$ cat config.mk
export PLATFORM = sky130hd
export DESIGN_NAME = router_fsm_ctrl_flat
export DESIGN_NICKNAME = d
export VERILOG_FILES = /design/src/rtl/router_fsm_ctrl_if.sv /design/src/rtl/router_fsm_ctrl.sv /design/src/flat_wrapper.sv
export SDC_FILE = /design/constraint.sdc
export NUM_CORES = 1
export LEC_CHECK = 0
export ABC_AREA = 1
export BUFFER_PORTS_ARGS = -buffer_cell sky130_fd_sc_hd__buf_2
export CAP_MARGIN = 25
export CELL_PAD_IN_SITES_DETAIL_PLACEMENT = 1
export CELL_PAD_IN_SITES_GLOBAL_PLACEMENT = 2
export CORE_UTILIZATION = 22
export DETAILED_ROUTE_END_ITERATION = 8
export GPL_ROUTABILITY_DRIVEN = 0
export PLACE_DENSITY = 0.81
export SKIP_CTS_REPAIR_TIMING = 1
export SYNTH_ARGS = -nofsm -noshare
export SYNTH_HDL_FRONTEND = slang
export SYNTH_SLANG_ARGS = --single-unit
$ cat constraint.sdc
create_clock -name clock -period 1.62 [get_ports clock]
set_input_delay 0.243 -clock clock [delete_from_list [all_inputs] [get_ports clock]]
set_output_delay 0.243 -clock clock [all_outputs]
set_load 0.01 [all_outputs]
$ cat src/rtl/router_fsm_ctrl_if.sv
// Handshake bundle between the 1x3 router controller and its register block / FIFOs.
interface router_fsm_ctrl_if;
  logic       pkt_valid;
  logic [1:0] data_in;
  logic       fifo_full;
  logic [2:0] fifo_empty;
  logic [2:0] soft_reset;
  logic       parity_done;
  logic       low_pkt_valid;
  logic       write_enb_reg;
  logic       detect_add;
  logic       lfd_state;
  logic       ld_state;
  logic       laf_state;
  logic       full_state;
  logic       rst_int_reg;
  logic       busy;
  logic [1:0] sel_addr;
  logic       wait_timeout;

  modport master (
    output pkt_valid, data_in, fifo_full, fifo_empty, soft_reset, parity_done, low_pkt_valid,
    input  write_enb_reg, detect_add, lfd_state, ld_state, laf_state, full_state,
           rst_int_reg, busy, sel_addr, wait_timeout
  );

  modport slave (
    input  pkt_valid, data_in, fifo_full, fifo_empty, soft_reset, parity_done, low_pkt_valid,
    output write_enb_reg, detect_add, lfd_state, ld_state, laf_state, full_state,
           rst_int_reg, busy, sel_addr, wait_timeout
  );
endinterface

$ cat src/rtl/router_fsm_ctrl.sv
// Moore sequencer for the 1x3 router register datapath: header decode, payload, parity,
// FIFO-full stall and an optional bounded wait for the destination FIFO to drain.
//
// state              | meaning
// DECODE_ADDRESS     | idle, waiting for a header byte
// LOAD_FIRST_DATA    | header byte written to the selected FIFO
// LOAD_DATA          | payload bytes streaming
// LOAD_PARITY        | parity byte written
// FIFO_FULL_STATE    | stalled, selected FIFO full
// LOAD_AFTER_FULL    | flush the byte held during the stall
// WAIT_TILL_EMPTY    | destination FIFO still holds an old packet
// CHECK_PARITY_ERROR | compare parity, clear internal registers
module router_fsm_ctrl #(
  parameter int WAIT_LIMIT = 0,
  parameter int CNT_W      = 8
) (
  input  logic             clock,
  input  logic             reset,
  router_fsm_ctrl_if.slave bus
);

  typedef enum logic [2:0] {
    DECODE_ADDRESS     = 3'd0,
    LOAD_FIRST_DATA    = 3'd1,
    LOAD_DATA          = 3'd2,
    LOAD_PARITY        = 3'd3,
    FIFO_FULL_STATE    = 3'd4,
    LOAD_AFTER_FULL    = 3'd5,
    WAIT_TILL_EMPTY    = 3'd6,
    CHECK_PARITY_ERROR = 3'd7
  } state_e;

  localparam logic [CNT_W-1:0] LIMIT_M1 = (WAIT_LIMIT == 0) ? '0 : CNT_W'(WAIT_LIMIT - 1);

  state_e           state, state_nxt;
  logic [CNT_W-1:0] wait_cnt, wait_cnt_nxt;
  logic [1:0]       sel_addr;
  logic             timeout, timeout_nxt;
  logic [3:0]       empty_ext, srst_ext;
  logic             addr_ok, hdr_take, empty_hdr, empty_sel, srst_sel;

  // Pad to four entries so address 3 indexes a defined 0 rather than falling off the vector.
  assign empty_ext = {1'b0, bus.fifo_empty};
  assign srst_ext  = {1'b0, bus.soft_reset};
  assign addr_ok   = (bus.data_in != 2'd3);
  assign hdr_take  = (state == DECODE_ADDRESS) && bus.pkt_valid && addr_ok;
  assign empty_hdr = empty_ext[bus.data_in];
  assign empty_sel = empty_ext[sel_addr];
  assign srst_sel  = srst_ext[sel_addr];

  always_ff @(posedge clock) begin
    if (reset) begin
      state    <= DECODE_ADDRESS;
      wait_cnt <= '0;
      sel_addr <= 2'd0;
      timeout  <= 1'b0;
    end else begin
      state    <= state_nxt;
      wait_cnt <= wait_cnt_nxt;
      timeout  <= timeout_nxt;
      if (hdr_take) sel_addr <= bus.data_in;
    end
  end

  always_comb begin
    state_nxt    = state;
    timeout_nxt  = 1'b0;
    wait_cnt_nxt = '0;
    if (state != DECODE_ADDRESS && srst_sel) begin
      state_nxt = DECODE_ADDRESS;
    end else begin
      case (state)
        DECODE_ADDRESS:
          if (hdr_take) state_nxt = empty_hdr ? LOAD_FIRST_DATA : WAIT_TILL_EMPTY;
        LOAD_FIRST_DATA:
          state_nxt = LOAD_DATA;
        LOAD_DATA:
          if (bus.fifo_full)       state_nxt = FIFO_FULL_STATE;
          else if (!bus.pkt_valid) state_nxt = LOAD_PARITY;
        FIFO_FULL_STATE:
          if (!bus.fifo_full) state_nxt = LOAD_AFTER_FULL;
        LOAD_AFTER_FULL:
          if (bus.parity_done)        state_nxt = DECODE_ADDRESS;
          else if (bus.low_pkt_valid) state_nxt = LOAD_PARITY;
          else                        state_nxt = LOAD_DATA;
        LOAD_PARITY:
          state_nxt = CHECK_PARITY_ERROR;
        CHECK_PARITY_ERROR:
          state_nxt = bus.fifo_full ? FIFO_FULL_STATE : DECODE_ADDRESS;
        WAIT_TILL_EMPTY:
          if (empty_sel) begin
            state_nxt = LOAD_FIRST_DATA;
          end else if (WAIT_LIMIT != 0 && wait_cnt == LIMIT_M1) begin
            state_nxt   = DECODE_ADDRESS;
            timeout_nxt = 1'b1;
          end
        default:
          state_nxt = DECODE_ADDRESS;
      endcase
    end
    // Counter only runs while staying in WAIT_TILL_EMPTY; saturates instead of wrapping.
    if (state == WAIT_TILL_EMPTY && state_nxt == WAIT_TILL_EMPTY)
      wait_cnt_nxt = (wait_cnt == '1) ? wait_cnt : wait_cnt + CNT_W'(1);
  end

  always_comb begin
    bus.detect_add    = (state == DECODE_ADDRESS);
    bus.lfd_state     = (state == LOAD_FIRST_DATA);
    bus.ld_state      = (state == LOAD_DATA);
    bus.laf_state     = (state == LOAD_AFTER_FULL);
    bus.full_state    = (state == FIFO_FULL_STATE);
    bus.rst_int_reg   = (state == CHECK_PARITY_ERROR);
    bus.write_enb_reg = (state == LOAD_DATA) || (state == LOAD_PARITY) ||
                        (state == LOAD_AFTER_FULL);
    bus.busy          = !((state == DECODE_ADDRESS) || (state == LOAD_DATA));
  end

  assign bus.sel_addr     = sel_addr;
  assign bus.wait_timeout = timeout;

endmodule

$ cat src/flat_wrapper.sv
// flat-port wrapper written by rule: the top's interface ports become plain ports
module router_fsm_ctrl_flat 
#(
  parameter int WAIT_LIMIT = 0,
  parameter int CNT_W      = 8
)
  (clock, reset, bus_pkt_valid, bus_data_in, bus_fifo_full, bus_fifo_empty, bus_soft_reset, bus_parity_done, bus_low_pkt_valid, bus_write_enb_reg, bus_detect_add, bus_lfd_state, bus_ld_state, bus_laf_state, bus_full_state, bus_rst_int_reg, bus_busy, bus_sel_addr, bus_wait_timeout);
  router_fsm_ctrl_if bus_i ();
  input  logic clock;
  input  logic reset;
  input wire logic [$bits(bus_i.pkt_valid)-1:0] bus_pkt_valid;
  input wire logic [$bits(bus_i.data_in)-1:0] bus_data_in;
  input wire logic [$bits(bus_i.fifo_full)-1:0] bus_fifo_full;
  input wire logic [$bits(bus_i.fifo_empty)-1:0] bus_fifo_empty;
  input wire logic [$bits(bus_i.soft_reset)-1:0] bus_soft_reset;
  input wire logic [$bits(bus_i.parity_done)-1:0] bus_parity_done;
  input wire logic [$bits(bus_i.low_pkt_valid)-1:0] bus_low_pkt_valid;
  output wire logic [$bits(bus_i.write_enb_reg)-1:0] bus_write_enb_reg;
  output wire logic [$bits(bus_i.detect_add)-1:0] bus_detect_add;
  output wire logic [$bits(bus_i.lfd_state)-1:0] bus_lfd_state;
  output wire logic [$bits(bus_i.ld_state)-1:0] bus_ld_state;
  output wire logic [$bits(bus_i.laf_state)-1:0] bus_laf_state;
  output wire logic [$bits(bus_i.full_state)-1:0] bus_full_state;
  output wire logic [$bits(bus_i.rst_int_reg)-1:0] bus_rst_int_reg;
  output wire logic [$bits(bus_i.busy)-1:0] bus_busy;
  output wire logic [$bits(bus_i.sel_addr)-1:0] bus_sel_addr;
  output wire logic [$bits(bus_i.wait_timeout)-1:0] bus_wait_timeout;
  assign bus_i.pkt_valid = bus_pkt_valid;
  assign bus_i.data_in = bus_data_in;
  assign bus_i.fifo_full = bus_fifo_full;
  assign bus_i.fifo_empty = bus_fifo_empty;
  assign bus_i.soft_reset = bus_soft_reset;
  assign bus_i.parity_done = bus_parity_done;
  assign bus_i.low_pkt_valid = bus_low_pkt_valid;
  assign bus_write_enb_reg = bus_i.write_enb_reg;
  assign bus_detect_add = bus_i.detect_add;
  assign bus_lfd_state = bus_i.lfd_state;
  assign bus_ld_state = bus_i.ld_state;
  assign bus_laf_state = bus_i.laf_state;
  assign bus_full_state = bus_i.full_state;
  assign bus_rst_int_reg = bus_i.rst_int_reg;
  assign bus_busy = bus_i.busy;
  assign bus_sel_addr = bus_i.sel_addr;
  assign bus_wait_timeout = bus_i.wait_timeout;
  router_fsm_ctrl #(.WAIT_LIMIT(WAIT_LIMIT), .CNT_W(CNT_W)) u_core (.clock(clock), .reset(reset), .bus(bus_i));
endmodule
; Word-level counts from Yosys, hierarchy flattened
; Index checks and enable logic that the tools add are counted.
[totals]
reg_bits = 5
inputBits = 14
output_inout_bits = 11
elab_cells = 43
[classes]
order_cmp = 2
n_eq_ne = 12
muxes = 16
n_reduce_logical = 11
[op_table]
columns = cell, count
row1 = $mux 3, 8
row2 = $pmux 3 s8, 1
row3 = $eq 3x3->1 const B, 4
row4 = $bmux 1 s2, 3
row5 = $eq 3x2->1 const B, 2
row6 = $lt 2x3->1 const B, 2
row7 = $mux 1, 4
row8 = $ne 2x1->1 const B, 2
row9 = $ne 2x2->1 const B, 2
row10 = $reduce_and 4->1, 1
row11 = $eq 3x1->1 const B, 1
row12 = $logic_and 1x1->1, 3
row13 = $logic_not 3->1, 1
row14 = $logic_or 1x1->1, 3
row15 = $ne 3x3->1 const B, 1
row16 = $reduce_bool 3->1, 1
row17 = $reduce_or 2->1, 1
row18 = $logic_not 1->1, 1

; Depth between registers and ports, before layout
[logic_depth]
word_depth = 5
ltp_mapped = 10
depth_no_buf = 9

; Worst setup path before layout
; No wires, ideal clock.
[synth_timing]
kind = register to output
start = register u_core.state[0]
end = output port bus_write_enb_reg
t_arrival_ns = 0.871
path_slack_ns = 0.506
stages_incl_launch_ff = 3
path_buffers = 0
path_cell_list = dfxtp_1 > nand2_2 > o21ai_0
[synth_between]
elab_chain_cells = 3
word_cells_on_any_way = 5
[synth_lines]
columns = item, line_no
row1 = "start, declared", router_fsm_ctrl.sv:35  ; state_e state, state_nxt;
row2 = "start signal, assigned", router_fsm_ctrl.sv:58  ; state <= state_nxt;
row3 = $eq 3x2->1, router_fsm_ctrl.sv:113  ; bus.write_enb_reg = (state == LOAD_DATA) || (state == LOAD_PARITY) ||
row4 = $logic_or 1x1->1, router_fsm_ctrl.sv:113
row5 = $logic_or 1x1->1 *, router_fsm_ctrl.sv:113
row6 = "end, declared", flat_wrapper.sv:18  ; output wire logic [$bits(bus_i.write_enb_reg)-1:0] bus_write_enb_reg;
; Mark *: on every way between the ends. The rest lies on a longest branch, timed or not.

; Final worst setup path
[layout_timing]
start = register u_core.state[2]
end = output port bus_write_enb_reg
; The elaborated chain is that of the path after synthesis.

==> reports/metrics.cfg <==
[drt]
drt-total-wl_um=1680
wire_per_inst_um=10.7
final_antenna_net_count=0
drc=0
drtIter0Drc=7
num_vias=676
viasPerCell=4.31
firstDrtPassIters=2

[layout]
antennaDiodeCount=0
layout_common_cells=23 x nand2_1, 23 x buf_2, 17 x inv_1
seq_area_um2=100
final_cells=157
fillers=350
area_growth_pct=29.0
utilization_pct=31.3
multi_input_area_um2=363
layout.nets=144
final_area_um2=718
drive_above_1_share_pct=31.8

[clock_network]
cts_root_buf=clkbuf_4
clk_latency_ns=0.25
numCtsBuffers=3
htree_levels=1
clock_path_buffers=2
cts_tree=built
clock_sinks=5
path_clk_slew_ns=0.05

[power_and_ir_drop]
irDropWorstVdd_v=0.000573
cellPowerDensity_nw_per_um2=1580
p_leak_nw=0.432

[floorplan]
core_um2=2300
std_cell_rows=17
die_area_um2=2740
die_h_um=52.3
top_level_ports=25
start_util_pct=24.2
die_x_um=52.3

[synth]
synth_compound_area_share_pct=7.19
avgSynthCellArea_um2=5.35
synth.area.mux_share_pct=0
syn_inst=104
yosysSeqAreaShare_pct=18.0
synthXorXnorAreaFrac_pct=0
yosys.area_share.simple_pct=57.3
ys_types=15
synthAdderAreaFrac_pct=0
synth_seq_cells=5
synthesis.nets=118
yosys_warnings=0
syn_area_um2=557
synth_top_family_by_area=simple AND/OR/NAND/NOR gates

[sta]
fmax_ghz=0.669
fin_crit_sh_pct=92.3
hold_viol=0
fin_skew_ns=0.00924
rsz0062_at_grt=false
tns_ns=0
finalCriticalPeriod_ns=1.49
drv_slew=0
worst_slack_ns=0.125
finalSetupViolCount=0

[placed_design]
place_ws_ns=0.229
dp_hpwl_um=1450
portBuffers=23
dp.cells=153
placed_area_um2=692

[critical_path]
crit_type=reg -> out
worst-path-max-fanout=7
cp.required_ns=1.38
start_kind=flop
cp-end-kind=primary output
crit_arrival_ns=1.25

[grt]
grt-ovfl-total=0
grt_antenna_before_repair=0
first_global_vias=669
grt_pass1_wl_um=2820
grt_max_degree=9
grt.total_usage_pct=14.0

[outcome]
status=finished, final reports clean

[flow_run]
maxCapViolCount=0

[worst_hold_path]
hold_class=in -> reg

==> layout make-up <==
cell class | instances | share of cell area (%)
Sequential cell | 5 | 13.9
Timing Repair Buffer | 23 | 16.0
Inverter | 21 | 11.0
Multi-Input combinational cell | 76 | 50.5
Tap cell | 28 | 4.88
Clock buffer | 4 | 3.66
==> per-stage QoR <==
stage / hold slack, ns / power (mW)
2_1_floorplan: 0.391 / 0.776
3_5_place_dp: 0.562 / 1.00
5_1_grt: 0.330 / 1.26
6_report: 0.296 / 1.13
4_1_cts: 0.299 / 1.15
3_3_place_gp: 0.555 / 0.982
==> logic make-up after synthesis <==
family,after synthesis
simple gates,67
other cells,1
compound gates,8
flops,5
buf+inv,23
==> power by group <==
| part | switching [mW] | internal, mW |
|---|---|---|
| registers | 0.0967 | 0.169 |
| logic | 0.451 | 0.265 |
| clock network | 0.0561 | 0.0935 |
==> critical path, cell delays in order, from the launching register on <==
cell	delay, ns
dfxtp_1	0.49
inv_2	0.15
nand2_2	0.11
o21ai_0	0.10
buf_2	0.16
==> path summary, 6_finish.rpt <==
kind	start	to	slack [ns]	cells past startpoint
worst max register to register	u_core.state[1]	u_core.state[0]	0.25	7
worst min-delay path	reset	u_core.state[2]	0.30	4
worst min register to register	u_core.bus.sel_addr[0]	u_core.bus.sel_addr[0]	0.61	2
worst max-delay path	u_core.state[2]	bus_write_enb_reg	0.13	4
==> metal layers <==
layer  wire length (um)  up-vias  GRT usage (%)
met2                844       23           25.9
met3                 70        0           2.61
met4                  0        0           3.95
met1                767      288           16.1
li1                   -      365              -
met5                  0        -              0
==> cells in the mapped netlist <==
cell type / number / area share, %
nand2_2: 5 / 5.6
nor2_2: 2 / 2.2
buf_4: 2 / 2.7
nand3_1: 16 / 14
nor2_1: 16 / 11
o21ai_0: 4 / 3.6
nand2_1: 23 / 16
conb_1: 1 / 0.67
nor3_1: 1 / 0.90
inv_2: 4 / 2.7
inv_1: 17 / 11
nand3_2: 1 / 1.8
a21oi_1: 4 / 3.6
nor2_4: 3 / 6.1
dfxtp_1: 5 / 18
==> state kept, by name, indices dropped and copies added, names as in the netlist <==
| name | cells |
|---|---|
| u_core.bus.sel_addr | 2 |
| u_core.state | 3 |
(Power assumes the default switching activity.)
